==> src/rtl/sampler_pkg.sv <==
// Lane-state encoding and OSR-derived sampling indices for the multi-channel serial sampler.
// SAMPLER_MAJORITY_EN selects the 3-sample vote and moves decisions from index M to M+1.
package sampler_pkg;

  typedef enum logic [2:0] {
    IDLE      = 3'd0,
    START     = 3'd1,
    DATA      = 3'd2,
    STOP      = 3'd3,
    WAIT_HIGH = 3'd4
  } lane_state_e;

  function automatic int vote_mid(input int osr);
    return osr / 2;
  endfunction

  // Tick index at which false-start and stop decisions are taken.
  function automatic int decide_idx(input int osr);
`ifdef SAMPLER_MAJORITY_EN
    return osr / 2 + 1;
`else
    return osr / 2;
`endif
  endfunction

  function automatic bit osr_legal(input int osr);
    return (osr >= 4) && (osr % 2 == 0);
  endfunction

endpackage

==> src/rtl/multi_ch_sampler_if.sv <==
// Serial-in / framed-out bundle between pads, the sampler and the command decoder.
interface multi_ch_sampler_if #(
  parameter int CHANNELS = 2,
  parameter int DATA_W   = 8
);
  logic                         sample_phase;
  logic [CHANNELS-1:0]          data_in;
  logic [CHANNELS*DATA_W-1:0]   frame_data;
  logic [CHANNELS-1:0]          frame_valid;
  logic [CHANNELS-1:0]          frame_ready;
  logic [CHANNELS-1:0]          framing_err;
  logic [CHANNELS-1:0]          overrun;

  modport master (
    output sample_phase, data_in, frame_ready,
    input  frame_data, frame_valid, framing_err, overrun
  );

  modport slave (
    input  sample_phase, data_in, frame_ready,
    output frame_data, frame_valid, framing_err, overrun
  );
endinterface

==> src/rtl/sampler_lane.sv <==
// One serial lane: synchroniser, start/data/stop FSM, bit vote and valid/ready holding register.
// SAMPLER_MAJORITY_EN builds the two vote flops; otherwise the mid-bit sample alone is used.
module sampler_lane
  import sampler_pkg::*;
#(
  parameter int DATA_W = 8,
  parameter int OSR    = 8
) (
  input  logic              sc_clk_ctrl,
  input  logic              reset,
  input  logic              sample_phase,
  input  logic              data_in,
  input  logic              frame_ready,
  output logic [DATA_W-1:0] frame_data,
  output logic              frame_valid,
  output logic              framing_err,
  output logic              overrun
);
  localparam int CW = $clog2(OSR);
  localparam int BW = $clog2(DATA_W + 1);
  localparam logic [CW-1:0] IDX_LAST = CW'(OSR - 1);
  localparam logic [CW-1:0] IDX_DEC  = CW'(decide_idx(OSR));

  if (!osr_legal(OSR)) begin : g_bad_osr
    $error("sampler_lane: OSR must be even and >= 4");
  end

  lane_state_e       state, nxt_state;
  logic [1:0]        sync;
  logic [CW-1:0]     tick_cnt, nxt_tick, idx;
  logic [BW-1:0]     bit_cnt, nxt_bit;
  logic [DATA_W-1:0] shreg, nxt_sh;
  logic              s, samp, vote, in_bit, done, ferr;

  assign s = sync[1];
  // The IDLE tick that sees s=0 already consumed index 0 of the start bit.
  assign idx = tick_cnt + CW'(state == START);

`ifdef SAMPLER_MAJORITY_EN
  localparam logic [CW-1:0] IDX_LO  = CW'(vote_mid(OSR) - 1);
  localparam logic [CW-1:0] IDX_MID = CW'(vote_mid(OSR));
  logic v_lo, v_mid;

  always_ff @(posedge sc_clk_ctrl or posedge reset) begin
    if (reset) begin
      v_lo  <= 1'b1;
      v_mid <= 1'b1;
    end else if (sample_phase) begin
      if (idx == IDX_LO)  v_lo  <= s;
      if (idx == IDX_MID) v_mid <= s;
    end
  end

  assign vote = (v_lo & v_mid) | (v_lo & s) | (v_mid & s);
`else
  assign vote = s;
`endif

  // When the decision index is also the last index the held sample is not yet updated.
  assign in_bit = (idx == IDX_DEC) ? vote : samp;

  always_comb begin
    nxt_state = state;
    nxt_tick  = tick_cnt;
    nxt_bit   = bit_cnt;
    nxt_sh    = shreg;
    done      = 1'b0;
    ferr      = 1'b0;
    if (sample_phase) begin
      nxt_tick = tick_cnt + CW'(1);
      case (state)
        IDLE: begin
          nxt_tick = '0;
          if (!s) nxt_state = START;
        end
        START: begin
          if (idx == IDX_DEC && vote) nxt_state = IDLE;
          else if (idx == IDX_LAST)   nxt_state = DATA;
        end
        DATA: begin
          if (idx == IDX_LAST) begin
            nxt_tick = '0;
            nxt_sh   = {in_bit, shreg[DATA_W-1:1]};
            nxt_bit  = bit_cnt + BW'(1);
            if (bit_cnt == BW'(DATA_W - 1)) nxt_state = STOP;
          end
        end
        STOP: begin
          if (idx == IDX_DEC) begin
            if (vote) begin
              done      = 1'b1;
              nxt_state = IDLE;
            end else begin
              ferr      = 1'b1;
              nxt_state = WAIT_HIGH;
            end
          end
        end
        WAIT_HIGH: begin
          nxt_tick = '0;
          if (s) nxt_state = IDLE;
        end
        default: nxt_state = IDLE;
      endcase
      if (nxt_state != state) begin
        nxt_tick = '0;
        nxt_bit  = '0;
      end
    end
  end

  always_ff @(posedge sc_clk_ctrl or posedge reset) begin
    if (reset) begin
      sync     <= 2'b11;
      state    <= IDLE;
      tick_cnt <= '0;
      bit_cnt  <= '0;
      shreg    <= '0;
      samp     <= 1'b0;
    end else begin
      sync     <= {sync[0], data_in};
      state    <= nxt_state;
      tick_cnt <= nxt_tick;
      bit_cnt  <= nxt_bit;
      shreg    <= nxt_sh;
      if (sample_phase && idx == IDX_DEC) samp <= vote;
    end
  end

  // A completing frame may load on the same edge the old one is taken.
  always_ff @(posedge sc_clk_ctrl or posedge reset) begin
    if (reset) begin
      frame_data  <= '0;
      frame_valid <= 1'b0;
      framing_err <= 1'b0;
      overrun     <= 1'b0;
    end else begin
      framing_err <= ferr;
      overrun     <= done & frame_valid & ~frame_ready;
      if (done && (!frame_valid || frame_ready)) begin
        frame_data  <= shreg;
        frame_valid <= 1'b1;
      end else if (frame_valid && frame_ready) begin
        frame_valid <= 1'b0;
      end
    end
  end

endmodule

==> src/rtl/multi_ch_sampler.sv <==
// Multi-channel serial-frame sampler: CHANNELS independent lanes sharing one sample_phase tick.
// Vote style is selected per build by SAMPLER_MAJORITY_EN inside each lane.
module multi_ch_sampler
  import sampler_pkg::*;
#(
  parameter int CHANNELS = 2,
  parameter int DATA_W   = 8,
  parameter int OSR      = 8
) (
  input  logic              sc_clk_ctrl,
  input  logic              reset,
  multi_ch_sampler_if.slave bus
);

  for (genvar n = 0; n < CHANNELS; n++) begin : g_lane
    sampler_lane #(
      .DATA_W (DATA_W),
      .OSR    (OSR)
    ) u_lane (
      .sc_clk_ctrl  (sc_clk_ctrl),
      .reset        (reset),
      .sample_phase (bus.sample_phase),
      .data_in      (bus.data_in[n]),
      .frame_ready  (bus.frame_ready[n]),
      .frame_data   (bus.frame_data[n*DATA_W +: DATA_W]),
      .frame_valid  (bus.frame_valid[n]),
      .framing_err  (bus.framing_err[n]),
      .overrun      (bus.overrun[n])
    );
  end

endmodule
==> src/flat_wrapper.sv <==
// flat-port wrapper written by rule: the top's interface ports become plain ports
module multi_ch_sampler_flat import sampler_pkg::*;
#(
  parameter int CHANNELS = 2,
  parameter int DATA_W   = 8,
  parameter int OSR      = 8
)
  (sc_clk_ctrl, reset, bus_sample_phase, bus_data_in, bus_frame_ready, bus_frame_data, bus_frame_valid, bus_framing_err, bus_overrun);
  multi_ch_sampler_if #(.CHANNELS(CHANNELS), .DATA_W(DATA_W)) bus_i ();
  input  logic sc_clk_ctrl;
  input  logic reset;
  input wire logic [$bits(bus_i.sample_phase)-1:0] bus_sample_phase;
  input wire logic [$bits(bus_i.data_in)-1:0] bus_data_in;
  input wire logic [$bits(bus_i.frame_ready)-1:0] bus_frame_ready;
  output wire logic [$bits(bus_i.frame_data)-1:0] bus_frame_data;
  output wire logic [$bits(bus_i.frame_valid)-1:0] bus_frame_valid;
  output wire logic [$bits(bus_i.framing_err)-1:0] bus_framing_err;
  output wire logic [$bits(bus_i.overrun)-1:0] bus_overrun;
  assign bus_i.sample_phase = bus_sample_phase;
  assign bus_i.data_in = bus_data_in;
  assign bus_i.frame_ready = bus_frame_ready;
  assign bus_frame_data = bus_i.frame_data;
  assign bus_frame_valid = bus_i.frame_valid;
  assign bus_framing_err = bus_i.framing_err;
  assign bus_overrun = bus_i.overrun;
  multi_ch_sampler #(.CHANNELS(CHANNELS), .DATA_W(DATA_W), .OSR(OSR)) u_core (.sc_clk_ctrl(sc_clk_ctrl), .reset(reset), .bus(bus_i));
endmodule
==> config.mk <==
export PLATFORM = sky130hd
export DESIGN_NAME = multi_ch_sampler_flat
export DESIGN_NICKNAME = d
export VERILOG_FILES = /design/src/rtl/sampler_pkg.sv /design/src/rtl/multi_ch_sampler_if.sv /design/src/rtl/sampler_lane.sv /design/src/rtl/multi_ch_sampler.sv /design/src/flat_wrapper.sv
export SDC_FILE = /design/constraint.sdc
export NUM_CORES = 1
export LEC_CHECK = 0
export ABC_CLOCK_PERIOD_IN_PS = 2400
export CAP_MARGIN = 20
export CORE_MARGIN = 1.5
export CORE_UTILIZATION = 26
export CTS_CLUSTER_SIZE = 8
export DETAILED_ROUTE_END_ITERATION = 16
export SKIP_CTS_REPAIR_TIMING = 1
export SLEW_MARGIN = 20
export SYNTH_ARGS = -nofsm -noshare
export SYNTH_HDL_FRONTEND = slang
export SYNTH_HIERARCHICAL = 1
export SYNTH_SLANG_ARGS = --single-unit
export TNS_END_PERCENT = 30
==> constraint.sdc <==
create_clock -name sc_clk_ctrl -period 2.4 [get_ports sc_clk_ctrl]
set_clock_uncertainty 0.2 [all_clocks]
set_input_delay 0.72 -clock sc_clk_ctrl [delete_from_list [all_inputs] [get_ports sc_clk_ctrl]]
set_output_delay 0.72 -clock sc_clk_ctrl [all_outputs]
set_load 0.01 [all_outputs]
== Yosys cells after proc, flatten, opt, wreduce, memory -nomap -nowiden ==
Index checks and enable logic that the tools add are counted.
Word-level totals
  output and inout port bits: 22
  flip-flop bits (word level): 64
Cells by class
  add/subtract/negate cells: 6
  equal/unequal tests: 16
  reductions and logical operators: 26
  bitwise gates (word level): 6
  muxes and demuxes: 54
Operators by type and width (count)
  $mux W3: 22
  $pmux W3 S5: 2
  $mux W4: 6
  $mux W1: 22
  $eq A3 B3 Y1 const B: 6
  $eq A3 B2 Y1 const B: 4
  $pmux W3 S2: 2
  $reduce_and A3 Y1: 4
  $reduce_bool A2 Y1: 6
  $add A4 B1 Y4 const B: 2
  $eq A4 B3 Y1 const B: 2
  $logic_and A1 B1 Y1: 8
  $add A3 B1 Y3: 2
  $add A3 B1 Y3 const B: 2
  $eq A3 B1 Y1 const B: 2
  $logic_not A3 Y1: 2
  $ne A3 B3 Y1: 2
  $and A1 B1 Y1: 4
  $reduce_or A2 Y1: 2
  $logic_not A1 Y1: 2
  $logic_or A1 B1 Y1: 2
  $not A1 Y1: 2

== Depth between registers and ports, before layout ==
Gate-level depths: netlist (run 1).
  word-level depth: 10
  gate-level depth with buffers: 11
  mapped depth without buffers: 9

== Hierarchy ==
Netlist (run 1), hierarchy kept.
Modules (own cells, without submodules)
  sampler_lane at u_core.g_lane[1].u_lane: area each 1491.4 sq um, cells each 122, times used 1, seq. area each 803.3 sq um
  sampler_lane at u_core.g_lane[0].u_lane: area each 1490.2 sq um, cells each 122, times used 1, seq. area each 803.3 sq um

== Least setup slack after synthesis (run 1) ==
Ideal clock, no wire load.
  path kind: register to register
  start: reg u_core.g_lane[1].u_lane.state[0]
  end: reg u_core.g_lane[1].u_lane.bit_cnt[0]
  data required time: 2075 ps
  data arrival time: 2365 ps
  path buffers: 1
  path slack: -290 ps
  period minus slack after synthesis: 2690 ps
  library setup time: 125 ps
  stages on the path, launching flop included: 11
  cells stage by stage: dfrtp_1 > clkbuf_1 > nand2b_1 > nor2_1 > ha_1 > ha_1 > nand2_1 > o31a_1 > a211oi_4 > nor2b_2 > mux2_4
On the way
  word-level cells in the longest chain between the ends: 10
  elaborated cells on any way between the ends: 23
  classes of those cells: 1 x add/sub; 7 x eq/ne; 10 x mux; 5 x reduce/logical
Ends and longest elaborated chain
  start: declaration: line sampler_lane.sv:28  | lane_state_e state, nxt_state;
  start signal: assignment: line sampler_lane.sv:122  | state <= nxt_state;
  $eq A3 B1 Y1: line sampler_lane.sv:37, sampler_lane.sv:71
  $add A3 B1 Y3: line sampler_lane.sv:37  | assign idx = tick_cnt + CW'(state == START);
  $eq A3 B3 Y1 (on tied branches)
  $mux W3 / $logic_and A1 B1 Y1 (equally long branches): line sampler_lane.sv:78, sampler_lane.sv:77
  $mux W3: line sampler_lane.sv:77  | if (idx == IDX_DEC && vote) nxt_state = IDLE;
  $pmux W3 S5: line sampler_lane.sv:71  | case (state)
  $mux W3: line sampler_lane.sv:69  | if (sample_phase) begin
  $ne A3 B3 Y1: line sampler_lane.sv:105  | if (nxt_state != state) begin
  $reduce_bool A2 Y1 (no line)
  $reduce_and A3 Y1 (no line)
  end signal: assignment: line sampler_lane.sv:124  | bit_cnt <= nxt_bit;
  end: declaration: line sampler_lane.sv:31  | logic [BW-1:0] bit_cnt, nxt_bit;
Parallel ways exist; a longest one is shown, timed or not. The select of a mux whose other input is x is not followed.
A chain may end at the register's enable or synchronous reset.

== Worst setup path in the final report (run 1) ==
  start: reg u_core.g_lane[0].u_lane.state[2]
  end: reg u_core.g_lane[0].u_lane.bit_cnt[0]
On the way
  word-level cells in the longest chain between the ends: 10
  elaborated cells on any way between the ends: 23
  classes of those cells: 1 x add/sub; 7 x eq/ne; 10 x mux; 5 x reduce/logical
Ends and longest elaborated chain (line)
  start: declaration: sampler_lane.sv:28
  start signal: assignment: sampler_lane.sv:122
  $eq A3 B1 Y1: sampler_lane.sv:37, sampler_lane.sv:71
  $add A3 B1 Y3: sampler_lane.sv:37
  $eq A3 B3 Y1 (on tied branches)
  $mux W3 / $logic_and A1 B1 Y1 (equally long branches): sampler_lane.sv:78, sampler_lane.sv:77
  $mux W3: sampler_lane.sv:77
  $pmux W3 S5: sampler_lane.sv:71
  $mux W3: sampler_lane.sv:69
  $ne A3 B3 Y1: sampler_lane.sv:105
  $reduce_bool A2 Y1 (no line)
  $reduce_and A3 Y1 (no line)
  end signal: assignment: sampler_lane.sv:124
  end: declaration: sampler_lane.sv:31
Parallel ways exist; a longest one is shown, timed or not. The select of a mux whose other input is x is not followed.

==> results of run 1 <==
-- cell families (layout without fill, tap and decap cells) --
group | Yosys count | after routing | synth area share, %
simple gates | 66 | 66 | 12.5
flops | 64 | 64 | 53.9
compound gates | 54 | 54 | 14.0
mux | 34 | 34 | 13.1
buf+inv | 14 | 95 | 2.01
fa+ha+maj | 8 | 8 | 3.36
xor+xnor | 4 | 4 | 1.18
-- area by class of cell --
| type | instances | area, um^2 |
|---|---|---|
| inverters | 6 | 22.5 |
| multi-input cells | 166 | 1590 |
| clock inverters | 6 | 115 |
| repair buffers | 73 | 653 |
| well taps | 140 | 175 |
| clock buffers | 10 | 239 |
| flip-flops and latches | 64 | 1610 |
| fillers | 1050 | 6630 |
-- through the flow --
stage / area [um^2] / power (mW) / utilization, % / cells
after floorplan: 3090 / 2.39 / - / 244
after global placement: 3770 / 2.87 / 34.2 / 441
after detailed placement: 3770 / 2.90 / 34.2 / 441
after CTS: 4130 / 4.46 / 37.4 / 457
after global routing: 4400 / 5.04 / 39.9 / 465
final: 4400 / 4.75 / 39.9 / 465
-- registers in the layout, summed over array words and instances, names as in the netlist --
register	cells
u_core/g_lane.u_lane/framing_err	2
u_core/g_lane.u_lane/overrun	2
u_core/g_lane.u_lane/tick_cnt	6
u_core/g_lane.u_lane/sync	4
u_core/g_lane.u_lane/samp	2
u_core/g_lane.u_lane/state	6
u_core/g_lane.u_lane/shreg	16
u_core/g_lane.u_lane/bit_cnt	8
u_core/g_lane.u_lane/frame_valid	2
u_core/g_lane.u_lane/frame_data	16
-- report_power, final --
group          leakage [nW]  switching, mW  internal [mW]
clock                 0.169          0.475           1.05
sequential            0.853          0.157           1.22
combinational         0.988          0.869          0.983
total                  2.01           1.50           3.25
-- worst paths after layout --
path | endpoint | slack [ns] | depth (start not counted)
worst max-delay path | u_core/g_lane[0].u_lane/bit_cnt[0] | -0.03 | 10
worst min-delay path | u_core/g_lane[0].u_lane/sync[1] | 0.16 | 0
worst max register to register | u_core/g_lane[0].u_lane/bit_cnt[0] | -0.03 | 10
worst min register to register | u_core/g_lane[0].u_lane/sync[1] | 0.16 | 0
max in group asynchronous | u_core/g_lane[0].u_lane/sync[0] | 1.06 | 3
min in group asynchronous | u_core/g_lane[1].u_lane/frame_data[5] | 0.61 | 3
-- cell usage after synthesis (all sizes together), types with 3 or more instances --
cell type / instances / area (um^2)
a21o: 6 / 45.0
o21a: 4 / 30.0
o31ai: 4 / 30.0
nor2: 12 / 45.0
o21ai: 10 / 57.6
inv: 6 / 22.5
a21oi: 6 / 30.0
nand2b: 10 / 62.6
buf: 6 / 30.0
nand3: 8 / 40.0
a211oi: 3 / 47.6
dfstp: 4 / 105
nand2: 18 / 67.6
ha: 8 / 100
nor2b: 5 / 36.3
dfrtp: 60 / 1500
mux2: 34 / 390
-- metal layers --
layer / up-vias / wire length [um] / GRT usage [%]
met3: 5 / 142 / 3.12
met1: 1093 / 2980 / 13.8
met2: 24 / 3290 / 18.3
met5: - / 0 / 0
met4: 0 / 68 / 4.17
li1: 1042 / - / -
==> summary.json, run 1 <==
{
  "synthesis.nets": {"value": 259},
  "violations_in_the_final_reports": {"value": "setup timing"},
  "postRouteAntennaNets": {"value": 0},
  "run_status": {"value": "finished, violations left"},
  "area_of_the_placeable_core": {"value": 11000, "unit": "um^2"},
  "worst-endpoint-arrival": {"value": 2.44, "unit": "ns"},
  "synth-edff-count": {"value": 0},
  "via_count": {"value": 2164},
  "finalWirelength": {"value": 6480, "unit": "um"},
  "antenna_found_initial": {"value": 0},
  "max_cap_violations": {"value": 0},
  "cts_tree": {"value": "built"},
  "crit_path_top_delay_cell": {"value": "dfrtp_1"},
  "routed_wire_length_per_instance": {"value": 13.9, "unit": "um"},
  "critPathMaxFanout": {"value": 5},
  "detail_route.vias_per_cell": {"value": 4.65},
  "drt_first_iter_violations": {"value": 51},
  "finalCriticalPeriod": {"value": 2.43, "unit": "ns"},
  "ir_drop_worst_case_vdd": {"value": 0.471, "unit": "mV"},
  "worstSkewPairLatency": {"value": 0.33, "unit": "ns"},
  "maximum_clock_insertion_buffer_count": {"value": 2},
  "wire_length_of_the_first_global_routing_pass": {"value": 10400, "unit": "um"},
  "worst_setup_path_end_kind": {"value": "flip-flop"},
  "clock.fmax": {"value": 0.411, "unit": "GHz"},
  "std_cell_rows": {"value": 38},
  "placement.setup.worst_slack": {"value": -0.245, "unit": "ns"},
  "ys.warnings.count": {"value": 6},
  "root_buffer": {"value": "clkbuf_16"},
  "crit_buf_inv": {"value": 1},
  "finalHoldViolCount": {"value": 0},
  "p_per_cell_area": {"value": 1080, "unit": "nW/um^2"},
  "critical-path-top-delay-family": {"value": "compound AO/OA/AOI/OAI gates"},
  "max_slew_margin": {"value": 71.4, "unit": "%"},
  "flow.area_growth_from_synthesis": {"value": 47.5, "unit": "%"},
  "finalCritPeriodShare": {"value": 101, "unit": "%"},
  "rsz_0062_raised_after_global_routing": {"value": "yes"},
  "post_route_cells_drive_above_1_share": {"value": 41.2, "unit": "%"},
  "worst-endpoint-required": {"value": 2.41, "unit": "ns"},
  "groute.usage.overall": {"value": 11.1, "unit": "%"},
  "die_h": {"value": 110, "unit": "um"},
  "dieArea": {"value": 12100, "unit": "um^2"},
  "synth_async_sr_flop_share": {"value": 100, "unit": "%"},
  "drtPass1Iterations": {"value": 4},
  "ys_seq_area_share": {"value": 53.9, "unit": "%"},
  "global_route.overflow_total": {"value": 0},
  "syn_avg_cell_area": {"value": 12.2, "unit": "um^2"},
  "min-delay-path-class": {"value": "reg -> reg"},
  "n_antenna_cell": {"value": 0},
  "static_leakage": {"value": 2.01, "unit": "nW"},
  "timing_max_transition_violations_final": {"value": 0},
  "initial_utilization": {"value": 27.0, "unit": "%"},
  "postLayoutSetupSlackWorst": {"value": -0.0325, "unit": "ns"},
  "die-width": {"value": 110, "unit": "um"},
  "tritoncts.num_buffers": {"value": 9},
  "mappedNetlistArea": {"value": 2980, "unit": "um^2"},
  "startpoint": {"value": "u_core/g_lane[0].u_lane/state[2]"},
  "clock_net_sink_count": {"value": 64},
  "final-setup-viol-count": {"value": 2},
  "final_common_cell": {"value": "dfrtp_1"},
  "worst-setup-path-type": {"value": "reg -> reg"},
  "crit_start_category": {"value": "flip-flop"},
  "regToRegStartpoint": {"value": "u_core/g_lane[0].u_lane/state[2]"},
  "clock_slew_seen_by_the_registers_of_the_worst_setup_and_hold_paths": {"value": 0.05, "unit": "ns"},
  "gpl.final_weighted_congestion": {"value": 0.883},
  "h_tree_level_count": {"value": 3},
  "instance_count_of_the_mapped_netlist": {"value": 244},
  "drcViolationCount": {"value": 0},
  "place_hpwl": {"value": 4230, "unit": "um"},
  "num_io_pins": {"value": 29},
  "yosys_cell_types": {"value": 43},
  "critical_path.max_stage_delay": {"value": 0.35, "unit": "ns"},
  "commonest_cells_after_routing_fill_and_taps_aside": {"value": "dfrtp_1 (60), buf_4 (38), clkdlybuf4s50_1 (28)"},
  "most_used_cell_cp": {"value": "ha_4"},
  "fin_tns_setup": {"value": -0.0375, "unit": "ns"},
  "ys_seq_elements": {"value": 64},
  "hold_start": {"value": "u_core/g_lane[0].u_lane/sync[0]"},
  "grt_max_degree": {"value": 33},
  "synth_ff_type": {"value": "dfrtp_1"},
  "critical_path_cell_by_cell": {"value": "nand2b_4, nor2_4, ha_4, ha_4, nand2_4, o31a_1, a211oi_4, buf_6, o21ai_2, mux2_4"},
  "worst_hold_check_slack": {"value": 0.157, "unit": "ns"},
  "portBuffers": {"value": 28},
  "worst_pin_slew": {"value": 0.425, "unit": "ns"},
  "design.final.nets": {"value": 335},
  "first_global_vias": {"value": 2166}
}
Note: power is estimated with default switching activity, not from simulation.
==> inputs of run 2 (changes only) <==
- CELL_PAD_IN_SITES_DETAIL_PLACEMENT: not set -> 1
- CELL_PAD_IN_SITES_GLOBAL_PLACEMENT: not set -> 1
- PLACE_DENSITY_LB_ADDON: not set -> 0.1
==> run 2 against run 1 <==
Global-route usage increased by 1.8 points. Worst hold slack improved by 0.0035 ns. First-iteration DRC count shrank 9.8%. Largest power group unchanged. Final area fell by 0.57%. Highest routed layer unchanged. Routed wire length grew 10%. Sequential share of layout area increased by 0.21 points. The flow still finishes with violations (setup timing). Sequential cell count unchanged. Critical endpoint is now u_core/g_lane[1].u_lane/bit_cnt[0]. Largest cell class unchanged. Critical path type unchanged.
==> summary.json, run 2 (same netlist as run 1, synthesis figures left out) <==
{
  "run_status": {"value": "finished, violations left"},
  "violations_in_the_final_reports": {"value": "setup timing"},
  "dpl-instance-area": {"value": 3830, "unit": "um^2", "change": "+1.4%"},
  "std_cell_rows": {"value": 38, "change": "unchanged"},
  "flow.area_growth_from_synthesis": {"value": 46.6, "unit": "%"},
  "maximum_clock_insertion_buffer_count": {"value": 2, "change": "unchanged"},
  "finish.instance_area": {"value": 4370, "unit": "um^2", "change": "-0.57%"},
  "place_hpwl": {"value": 4900, "unit": "um", "change": "+16%"},
  "antenna_found_initial": {"value": 0, "change": "unchanged"},
  "commonest_cells_after_routing_fill_and_taps_aside": {"value": "dfrtp_1 (60), buf_4 (43), clkdlybuf4s50_1 (28)"},
  "max_cap_violations": {"value": 0, "change": "unchanged"},
  "finalWirelength": {"value": 7150, "unit": "um", "change": "+10%"},
  "gpl.final_weighted_congestion": {"value": 0.741, "change": "-16%"},
  "h_tree_level_count": {"value": 3, "change": "unchanged"},
  "critical_path.max_stage_delay": {"value": 0.35, "unit": "ns", "change": "about the same"},
  "power.combinational.fraction": {"value": 40.5, "unit": "%", "change": "+1.5 points"},
  "critical_path_cell_by_cell": {"value": "nand2b_4, nor2_2, ha_2, ha_4, nand2_4, o31a_1, a211oi_4, buf_6, o21ai_2, mux2_4"},
  "die-width": {"value": 110, "unit": "um", "change": "unchanged"},
  "max_slew_margin": {"value": 72.1, "unit": "%", "change": "+0.73 points"},
  "fin_tns_setup": {"value": -0.0663, "unit": "ns", "change": "-0.0288 ns"},
  "crit_start_category": {"value": "flip-flop"},
  "switchingPower": {"value": 1.50, "unit": "mW", "change": "+0.18%"},
  "area_of_the_placeable_core": {"value": 11000, "unit": "um^2", "change": "unchanged"},
  "drcViolationCount": {"value": 0, "change": "unchanged"},
  "clock_net_sink_count": {"value": 64, "change": "unchanged"},
  "global_route.overflow_total": {"value": 0, "change": "unchanged"},
  "worst-setup-path-type": {"value": "reg -> reg"},
  "first_global_vias": {"value": 2376, "change": "+9.7%"},
  "root_buffer": {"value": "clkbuf_16"},
  "wire_length_of_the_first_global_routing_pass": {"value": 11900, "unit": "um", "change": "+15%"},
  "groute.usage.overall": {"value": 12.9, "unit": "%", "change": "+1.8 points"},
  "n_antenna_cell": {"value": 0, "change": "unchanged"},
  "initial_utilization": {"value": 27.0, "unit": "%", "change": "unchanged"},
  "switching_share": {"value": 32.3, "unit": "%", "change": "+0.68 points"},
  "num_io_pins": {"value": 29, "change": "unchanged"},
  "worstSkewPairLatency": {"value": 0.32, "unit": "ns", "change": "about the same"},
  "static_leakage": {"value": 2.03, "unit": "nW", "change": "+0.79%"},
  "portBuffers": {"value": 28, "change": "unchanged"},
  "ir_drop_worst_case_vdd": {"value": 0.377, "unit": "mV", "change": "-20%"},
  "timing_max_transition_violations_final": {"value": 0, "change": "unchanged"},
  "proportion_of_power_drawn_by_flip_flops_and_latches": {"value": 29.3, "unit": "%", "change": "+0.3 points"},
  "finalCriticalPeriod": {"value": 2.43, "unit": "ns", "change": "-0.00172 ns"},
  "postLayoutSetupSlackWorst": {"value": -0.0308, "unit": "ns", "change": "+0.00172 ns"},
  "drtPass1Iterations": {"value": 4, "change": "unchanged"},
  "final_core_utilization": {"value": 39.6, "unit": "%", "change": "-0.23 points"},
  "worst-endpoint-required": {"value": 2.40, "unit": "ns", "change": "about the same"},
  "worst_hold_check_slack": {"value": 0.161, "unit": "ns", "change": "+0.00354 ns"},
  "final-setup-viol-count": {"value": 3, "change": "+1"},
  "worst_setup_path_end_kind": {"value": "flip-flop"},
  "grt_max_degree": {"value": 33, "change": "unchanged"},
  "design.final.nets": {"value": 342, "change": "+2.1%"},
  "tritoncts.num_buffers": {"value": 9, "change": "unchanged"},
  "biggestRegsByFlops": {"value": "u_core/g_lane.u_lane/frame_data x16, u_core/g_lane.u_lane/shreg x16, u_core/g_lane.u_lane/bit_cnt x8"},
  "clock.fmax": {"value": 0.411, "unit": "GHz", "change": "about the same"},
  "worst_pin_slew": {"value": 0.418, "unit": "ns", "change": "-0.00709 ns"},
  "finalCritPeriodShare": {"value": 101, "unit": "%", "change": "about the same"},
  "drt_first_iter_violations": {"value": 46, "change": "-9.8%"},
  "clockPowerShare": {"value": 30.2, "unit": "%", "change": "-1.9 points"},
  "die_h": {"value": 110, "unit": "um", "change": "unchanged"},
  "worst-endpoint-arrival": {"value": 2.43, "unit": "ns", "change": "about the same"},
  "critPathMaxFanout": {"value": 7, "change": "+2"},
  "crit_path_top_delay_cell": {"value": "dfrtp_1"},
  "via_count": {"value": 2199, "change": "+1.6%"},
  "cts_tree": {"value": "built"},
  "post_route_cells_drive_above_1_share": {"value": 42.9, "unit": "%", "change": "+1.7 points"},
  "detail_route.vias_per_cell": {"value": 4.67, "change": "+0.32%"},
  "final_common_cell": {"value": "dfrtp_1"},
  "postRouteAntennaNets": {"value": 0, "change": "unchanged"},
  "dieArea": {"value": 12100, "unit": "um^2", "change": "unchanged"},
  "clock_slew_seen_by_the_registers_of_the_worst_setup_and_hold_paths": {"value": 0.05, "unit": "ns", "change": "about the same"},
  "p_int": {"value": 3.15, "unit": "mW", "change": "-2.9%"},
  "min-delay-path-class": {"value": "reg -> reg"},
  "p_per_cell_area": {"value": 1070, "unit": "nW/um^2", "change": "-1.4%"},
  "finalHoldViolCount": {"value": 0, "change": "unchanged"},
  "rsz_0062_raised_after_global_routing": {"value": "yes"},
  "routed_wire_length_per_instance": {"value": 15.2, "unit": "um", "change": "+8.9%"}
}
run 2: cell count changes in the layout (fill, tap and decap cells not counted), sizes merged:
cell,before,now
buf,45,52
bufinv,3,2
inv,7,6
clkbuf,10,12
clkinvlp,1,0
run 2: final cells by class:
cell class	instances	area [um^2]
Fill cell	1217	6660
Sequential cell	64	1610
Multi-Input combinational cell	166	1530
Timing Repair Buffer	80	713
Clock buffer	12	256
Tap cell	140	175
Clock inverter	3	65.1
Inverter	6	22.5
run 2: metal layers:
layer	GRT usage (%)	routed length (um)	up-vias
li1	-	-	1055
met2	21.7	3670	19
met5	0	0	-
met1	15.9	3240	1117
met4	5.19	85	0
met3	2.88	150	8
run 2: worst paths after layout:
check,from,end,slack (ns),cells after the start
setup / recovery,u_core/g_lane[1].u_lane/state[2],u_core/g_lane[1].u_lane/bit_cnt[0],-0.03,10
hold / removal,u_core/g_lane[1].u_lane/sync[0],u_core/g_lane[1].u_lane/sync[1],0.16,0
setup reg to reg,u_core/g_lane[1].u_lane/state[2],u_core/g_lane[1].u_lane/bit_cnt[0],-0.03,10
hold reg to reg,u_core/g_lane[1].u_lane/sync[0],u_core/g_lane[1].u_lane/sync[1],0.16,0
max in group asynchronous,reset,u_core/g_lane[1].u_lane/sync[1],1.04,3
min in group asynchronous,reset,u_core/g_lane[0].u_lane/shreg[2],0.58,3
run 2: worst max-delay path, delay by kind of cell, from the launching register on:
kind / cells / cell delay (ns)
compound gates: 3 / 0.63
flops: 1 / 0.35
buf+inv: 1 / 0.16
fa+ha+maj: 2 / 0.49
simple gates: 3 / 0.21
mux: 1 / 0.25
run 2: per-stage QoR:
| stage | total power, mW | setup WS (ns) | instances |
|---|---|---|---|
| floorplan | 2.39 | -0.0462 | 244 |
| global placement | 2.96 | -0.262 | 448 |
| detailed placement | 2.98 | -0.309 | 448 |
| CTS | 4.44 | -0.127 | 463 |
| global route | 4.96 | -0.170 | 471 |
| finish | 4.66 | -0.0308 | 471 |
run 2: power by group through the flow:
stage               Clock [mW]  Sequential, mW  Combinational, mW
global route              1.50            1.38               2.07
CTS                       1.47            1.34               1.63
detailed placement           0            1.36               1.62
finish                    1.41            1.36               1.88
global placement             0            1.35               1.60
floorplan                    0            1.36               1.03
==> inputs of run 3 (changes only) <==
- SETUP_SLACK_MARGIN: not set -> 0.1
==> run 3 against run 2 <==
The flow still finishes with violations (setup timing). Sequential cell count stayed put. Critical path depth stayed put. Final cell count is 0.21% higher. Sequential power hardly changed. Highest routed layer unchanged.
==> summary.json, run 3 (same netlist as run 1, synthesis figures left out) <==
{
  "antenna_found_initial": {"value": 0, "change": "unchanged"},
  "die_h": {"value": 110, "unit": "um", "change": "unchanged"},
  "post_route_cells_drive_above_1_share": {"value": 46.4, "unit": "%", "change": "+3.5 points"},
  "worst_setup_path_end_kind": {"value": "flip-flop"},
  "routed_wire_length_per_instance": {"value": 15.2, "unit": "um", "change": "+0.46%"},
  "worstSkewPairLatency": {"value": 0.32, "unit": "ns", "change": "about the same"},
  "h_tree_level_count": {"value": 3, "change": "unchanged"},
  "finalCritPeriodShare": {"value": 102, "unit": "%", "change": "+0.74 points"},
  "first_global_vias": {"value": 2328, "change": "-2.0%"},
  "initial_utilization": {"value": 27.0, "unit": "%", "change": "unchanged"},
  "std_cell_rows": {"value": 38, "change": "unchanged"},
  "root_buffer": {"value": "clkbuf_16"},
  "finalWirelength": {"value": 7190, "unit": "um", "change": "+0.67%"},
  "groute.usage.overall": {"value": 12.8, "unit": "%", "change": "-0.047 points"},
  "place_hpwl": {"value": 4870, "unit": "um", "change": "-0.66%"},
  "run_status": {"value": "finished, violations left"},
  "crit_buf_inv": {"value": 1, "change": "unchanged"},
  "worst-setup-path-type": {"value": "reg -> reg"},
  "global_route.overflow_total": {"value": 0, "change": "unchanged"},
  "p_per_cell_area": {"value": 1070, "unit": "nW/um^2", "change": "about the same"},
  "crit_path_top_delay_cell": {"value": "dfrtp_1"},
  "via_count": {"value": 2190, "change": "-0.41%"},
  "critical-path-top-delay-family": {"value": "compound AO/OA/AOI/OAI gates"},
  "cts_tree": {"value": "built"},
  "biggestRegsByFlops": {"value": "u_core/g_lane.u_lane/frame_data x16, u_core/g_lane.u_lane/shreg x16, u_core/g_lane.u_lane/bit_cnt x8"},
  "final_common_cell": {"value": "dfrtp_1"},
  "clock.fmax": {"value": 0.408, "unit": "GHz", "change": "-0.72%"},
  "ir_drop_worst_case_vdd": {"value": 0.390, "unit": "mV", "change": "+3.4%"},
  "flow.area_growth_from_synthesis": {"value": 50.1, "unit": "%"},
  "reg2reg_setup_slack": {"value": -0.05, "unit": "ns", "change": "-0.02 ns"},
  "detail_route.vias_per_cell": {"value": 4.64, "change": "-0.62%"},
  "max_slew_margin": {"value": 72.5, "unit": "%", "change": "+0.34 points"},
  "min-delay-path-class": {"value": "reg -> reg"},
  "most_used_cell_cp": {"value": "ha_4"},
  "violations_in_the_final_reports": {"value": "setup timing"},
  "die-width": {"value": 110, "unit": "um", "change": "unchanged"},
  "timing_max_transition_violations_final": {"value": 0, "change": "unchanged"},
  "portBuffers": {"value": 28, "change": "unchanged"},
  "drtPass1Iterations": {"value": 4, "change": "unchanged"},
  "maximum_clock_insertion_buffer_count": {"value": 2, "change": "unchanged"},
  "wire_length_of_the_first_global_routing_pass": {"value": 11900, "unit": "um", "change": "+0.29%"},
  "final-setup-viol-count": {"value": 2, "change": "-1"},
  "drt_first_iter_violations": {"value": 52, "change": "+13%"},
  "drcViolationCount": {"value": 0, "change": "unchanged"},
  "n_antenna_cell": {"value": 0, "change": "unchanged"},
  "final_core_utilization": {"value": 40.6, "unit": "%", "change": "+0.94 points"},
  "critPathMaxFanout": {"value": 5, "change": "-2"},
  "postRouteAntennaNets": {"value": 0, "change": "unchanged"},
  "crit_start_category": {"value": "flip-flop"},
  "critical_path_cell_by_cell": {"value": "nand2b_4, nor2_4, ha_4, ha_4, xnor2_4, o31a_1, a211oi_4, buf_6, o21ai_2, mux2_4"},
  "grt_max_degree": {"value": 33, "change": "unchanged"},
  "max_cap_violations": {"value": 0, "change": "unchanged"},
  "clock_net_sink_count": {"value": 64, "change": "unchanged"},
  "placement.setup.worst_slack": {"value": -0.374, "unit": "ns", "change": "-0.0656 ns"},
  "tritoncts.num_buffers": {"value": 9, "change": "unchanged"},
  "static_leakage": {"value": 2.03, "unit": "nW", "change": "+0.34%"},
  "worst-endpoint-arrival": {"value": 2.45, "unit": "ns", "change": "+0.02 ns"},
  "worst_hold_check_slack": {"value": 0.149, "unit": "ns", "change": "-0.0114 ns"},
  "clock_slew_seen_by_the_registers_of_the_worst_setup_and_hold_paths": {"value": 0.06, "unit": "ns", "change": "about the same"},
  "finalHoldViolCount": {"value": 0, "change": "unchanged"},
  "commonest_cells_after_routing_fill_and_taps_aside": {"value": "dfrtp_1 (60), buf_4 (45), clkdlybuf4s50_1 (27)"},
  "worst_pin_slew": {"value": 0.413, "unit": "ns", "change": "-0.00511 ns"},
  "gpl.final_weighted_congestion": {"value": 0.690, "change": "-6.9%"},
  "num_io_pins": {"value": 29, "change": "unchanged"},
  "worst-endpoint-required": {"value": 2.40, "unit": "ns", "change": "about the same"},
  "design.final.nets": {"value": 342, "change": "unchanged"},
  "area_of_the_placeable_core": {"value": 11000, "unit": "um^2", "change": "unchanged"},
  "dieArea": {"value": 12100, "unit": "um^2", "change": "unchanged"},
  "finalCriticalPeriod": {"value": 2.45, "unit": "ns", "change": "+0.0176 ns"},
  "postLayoutSetupSlackWorst": {"value": -0.0484, "unit": "ns", "change": "-0.0176 ns"},
  "critical_path.max_stage_delay": {"value": 0.41, "unit": "ns", "change": "+0.06 ns"},
  "rsz_0062_raised_after_global_routing": {"value": "yes"}
}
## run 3: worst paths after layout
kind | startpoint | to | cells after the start
setup / recovery | u_core/g_lane[0].u_lane/state[0] | u_core/g_lane[0].u_lane/bit_cnt[0] | 10
hold / removal | u_core/g_lane[1].u_lane/sync[0] | u_core/g_lane[1].u_lane/sync[1] | 0
hold reg to reg | u_core/g_lane[1].u_lane/sync[0] | u_core/g_lane[1].u_lane/sync[1] | 0
min in group asynchronous | reset | u_core/g_lane[0].u_lane/overrun | 3
setup reg to reg | u_core/g_lane[0].u_lane/state[0] | u_core/g_lane[0].u_lane/bit_cnt[0] | 10
max in group asynchronous | reset | u_core/g_lane[1].u_lane/sync[0] | 3
## run 3: worst reg2reg max path: stages (launching register included)
cell      delay (ns)
dfrtp_1         0.41
nand2b_4        0.10
nor2_4          0.04
ha_4            0.16
ha_4            0.17
xnor2_4         0.16
o31a_1          0.35
a211oi_4        0.29
buf_6           0.15
o21ai_2         0.06
mux2_4          0.25
## run 3: where the power goes
| part | total (mW) | internal, mW | switching (mW) |
|---|---|---|---|
| Combinational | 2.12 | 1.12 | 0.999 |
| Clock | 1.27 | 0.798 | 0.476 |
| Sequential | 1.38 | 1.22 | 0.158 |
## run 3: metrics by stage
stage	total power [mW]	instance area (um^2)	setup TNS [ns]	std cells
final	4.77	4480	-0.0563	472
after detailed placement	3.01	3830	-11.74	446
after global routing	5.08	4480	-1.50	472
after CTS	4.34	4120	-1.08	462
after floorplan	2.42	3120	-0.110	244
after global placement	2.99	3830	-11.23	446
## run 3: cell type report
| cell class | count | area [um^2] |
|---|---|---|
| Sequential cell | 64 | 1610 |
| Fill cell | 1177 | 6560 |
| Clock buffer | 10 | 229 |
| Multi-Input combinational cell | 166 | 1670 |
| Timing Repair Buffer | 80 | 708 |
| Clock inverter | 6 | 60.1 |
| Inverter | 6 | 22.5 |
| Tap cell | 140 | 175 |
## run 3: per-layer routing
metal / routed length (um) / GRT usage [%]
met4: 44 / 3.90
met3: 184 / 3.12
met5: 0 / 0
met1: 3370 / 17.0
met2: 3600 / 20.8
==> RTL edit: new RTL, settings of run 2 <==
Compare `bit_cnt` against `BW'(DATA_W - 1)` with >= in place of ==.
--- a/src/rtl/sampler_lane.sv
+++ b/src/rtl/sampler_lane.sv
@@ -84,3 +84,3 @@
             nxt_bit  = bit_cnt + BW'(1);
-            if (bit_cnt == BW'(DATA_W - 1)) nxt_state = STOP;
+            if (bit_cnt >= BW'(DATA_W - 1)) nxt_state = STOP;
           end
Behaviour: same outputs for any inputs over 10 cycles, from zero or initial values and one cycle with reset high; that may be too few to reach the edited logic, so the function may still have changed.
==> RTL edit against run 2 <==
- the flow still finishes with violations (negative setup slack)
- worst setup slack lost 48 ps
- clock power fell by 12%
- cell area is 2.9% higher
- die area is 8.0% higher
- sequential cell count stayed put
- power grew 4.3%
- routed wire length grew 12%
- area after synthesis rose by 8.2%
- largest cell class is now multi-input gates
==> RTL edit: results (changes against run 2) <==
qor: global_routing.global_routing_met2_resource_utilization 19.9% [-1.8 points]
qor: yosys.synth.lib_cells_used.distinct 41 [-4.7%]
qor: detailed_routing.drt-vias-per-instance 4.40 [-5.7%]
qor: timing.final_critical_path_setup_slack -78.7 ps [-47.9 ps]
qor: placement.hpwl 5.73 mm [+17%]
qor: timing.maxSlewHeadroom 70.9% [-1.2 points]
qor: status.outcome finished with violations
qor: placement.dp_worst_setup_slack -251 ps [+57.7 ps]
qor: yosys.synth_seq_area_share 49.8% [-4.1 points]
qor: cells_and_area.layout-drive-gt1-share 32.4% [-11 points]
qor: cells_and_area.non_clock_buffer_count 75 [-6.3%]
qor: worst_setup_path.critPathArrivalTime 2500 ps [+70 ps]
qor: status.failing_checks negative setup slack
qor: yosys.post_synth_most_frequent_cells sky130_fd_sc_hd__dfrtp_1, sky130_fd_sc_hd__nand2_1, sky130_fd_sc_hd__nor2_1
qor: yosys.synth_area 0.00323 mm² [+8.2%]
qor: yosys.synthMuxAreaShare 9.46% [-3.6 points]
qor: pwr.pwr_density_cell 1080 mW/mm² [+1.3%]
qor: placement.gpl.final_weighted_congestion 0.743 [+0.22%]
qor: cells_and_area.layout-area-overhead-vs-synth 39.5%
qor: detailed_routing.dr_total_vias 2451 [+11%]
qor: timing.finalSetupViolations 17 [+14]
qor: yosys.synth_xor_xnor_area_share 1.63% [+0.45 points]
qor: detailed_routing.initialDrtViolationCount 101 [+120%]
qor: placement.place.detailed.instances 538 [+20%]
qor: yosys.synth_top_cells_by_area sky130_fd_sc_hd__dfrtp_1, sky130_fd_sc_hd__mux2_4, sky130_fd_sc_hd__nand2_1, sky130_fd_sc_hd__dfstp_2, sky130_fd_sc_hd__ha_1
RTL edit: changes by cell type in the layout (fill, tap and decap cells not counted), moves of 5 or more:
| cell | before | now |
|---|---|---|
| sky130_fd_sc_hd__a21oi_1 | 6 | 12 |
| sky130_fd_sc_hd__buf_6 | 8 | 3 |
| sky130_fd_sc_hd__inv_1 | 6 | 14 |
| sky130_fd_sc_hd__mux2_2 | 25 | 4 |
| sky130_fd_sc_hd__mux2_4 | 9 | 16 |
| sky130_fd_sc_hd__nand2_1 | 16 | 60 |
| sky130_fd_sc_hd__nor2_1 | 9 | 15 |
| sky130_fd_sc_hd__o22ai_1 | 2 | 8 |
RTL edit: layer usage:
metal / wire length (µm) / vias to the layer above
met5: 0 / -
met4: 142 / 0
met3: 195 / 10
met2: 3560 / 33
met1: 4090 / 1178
li1: - / 1230
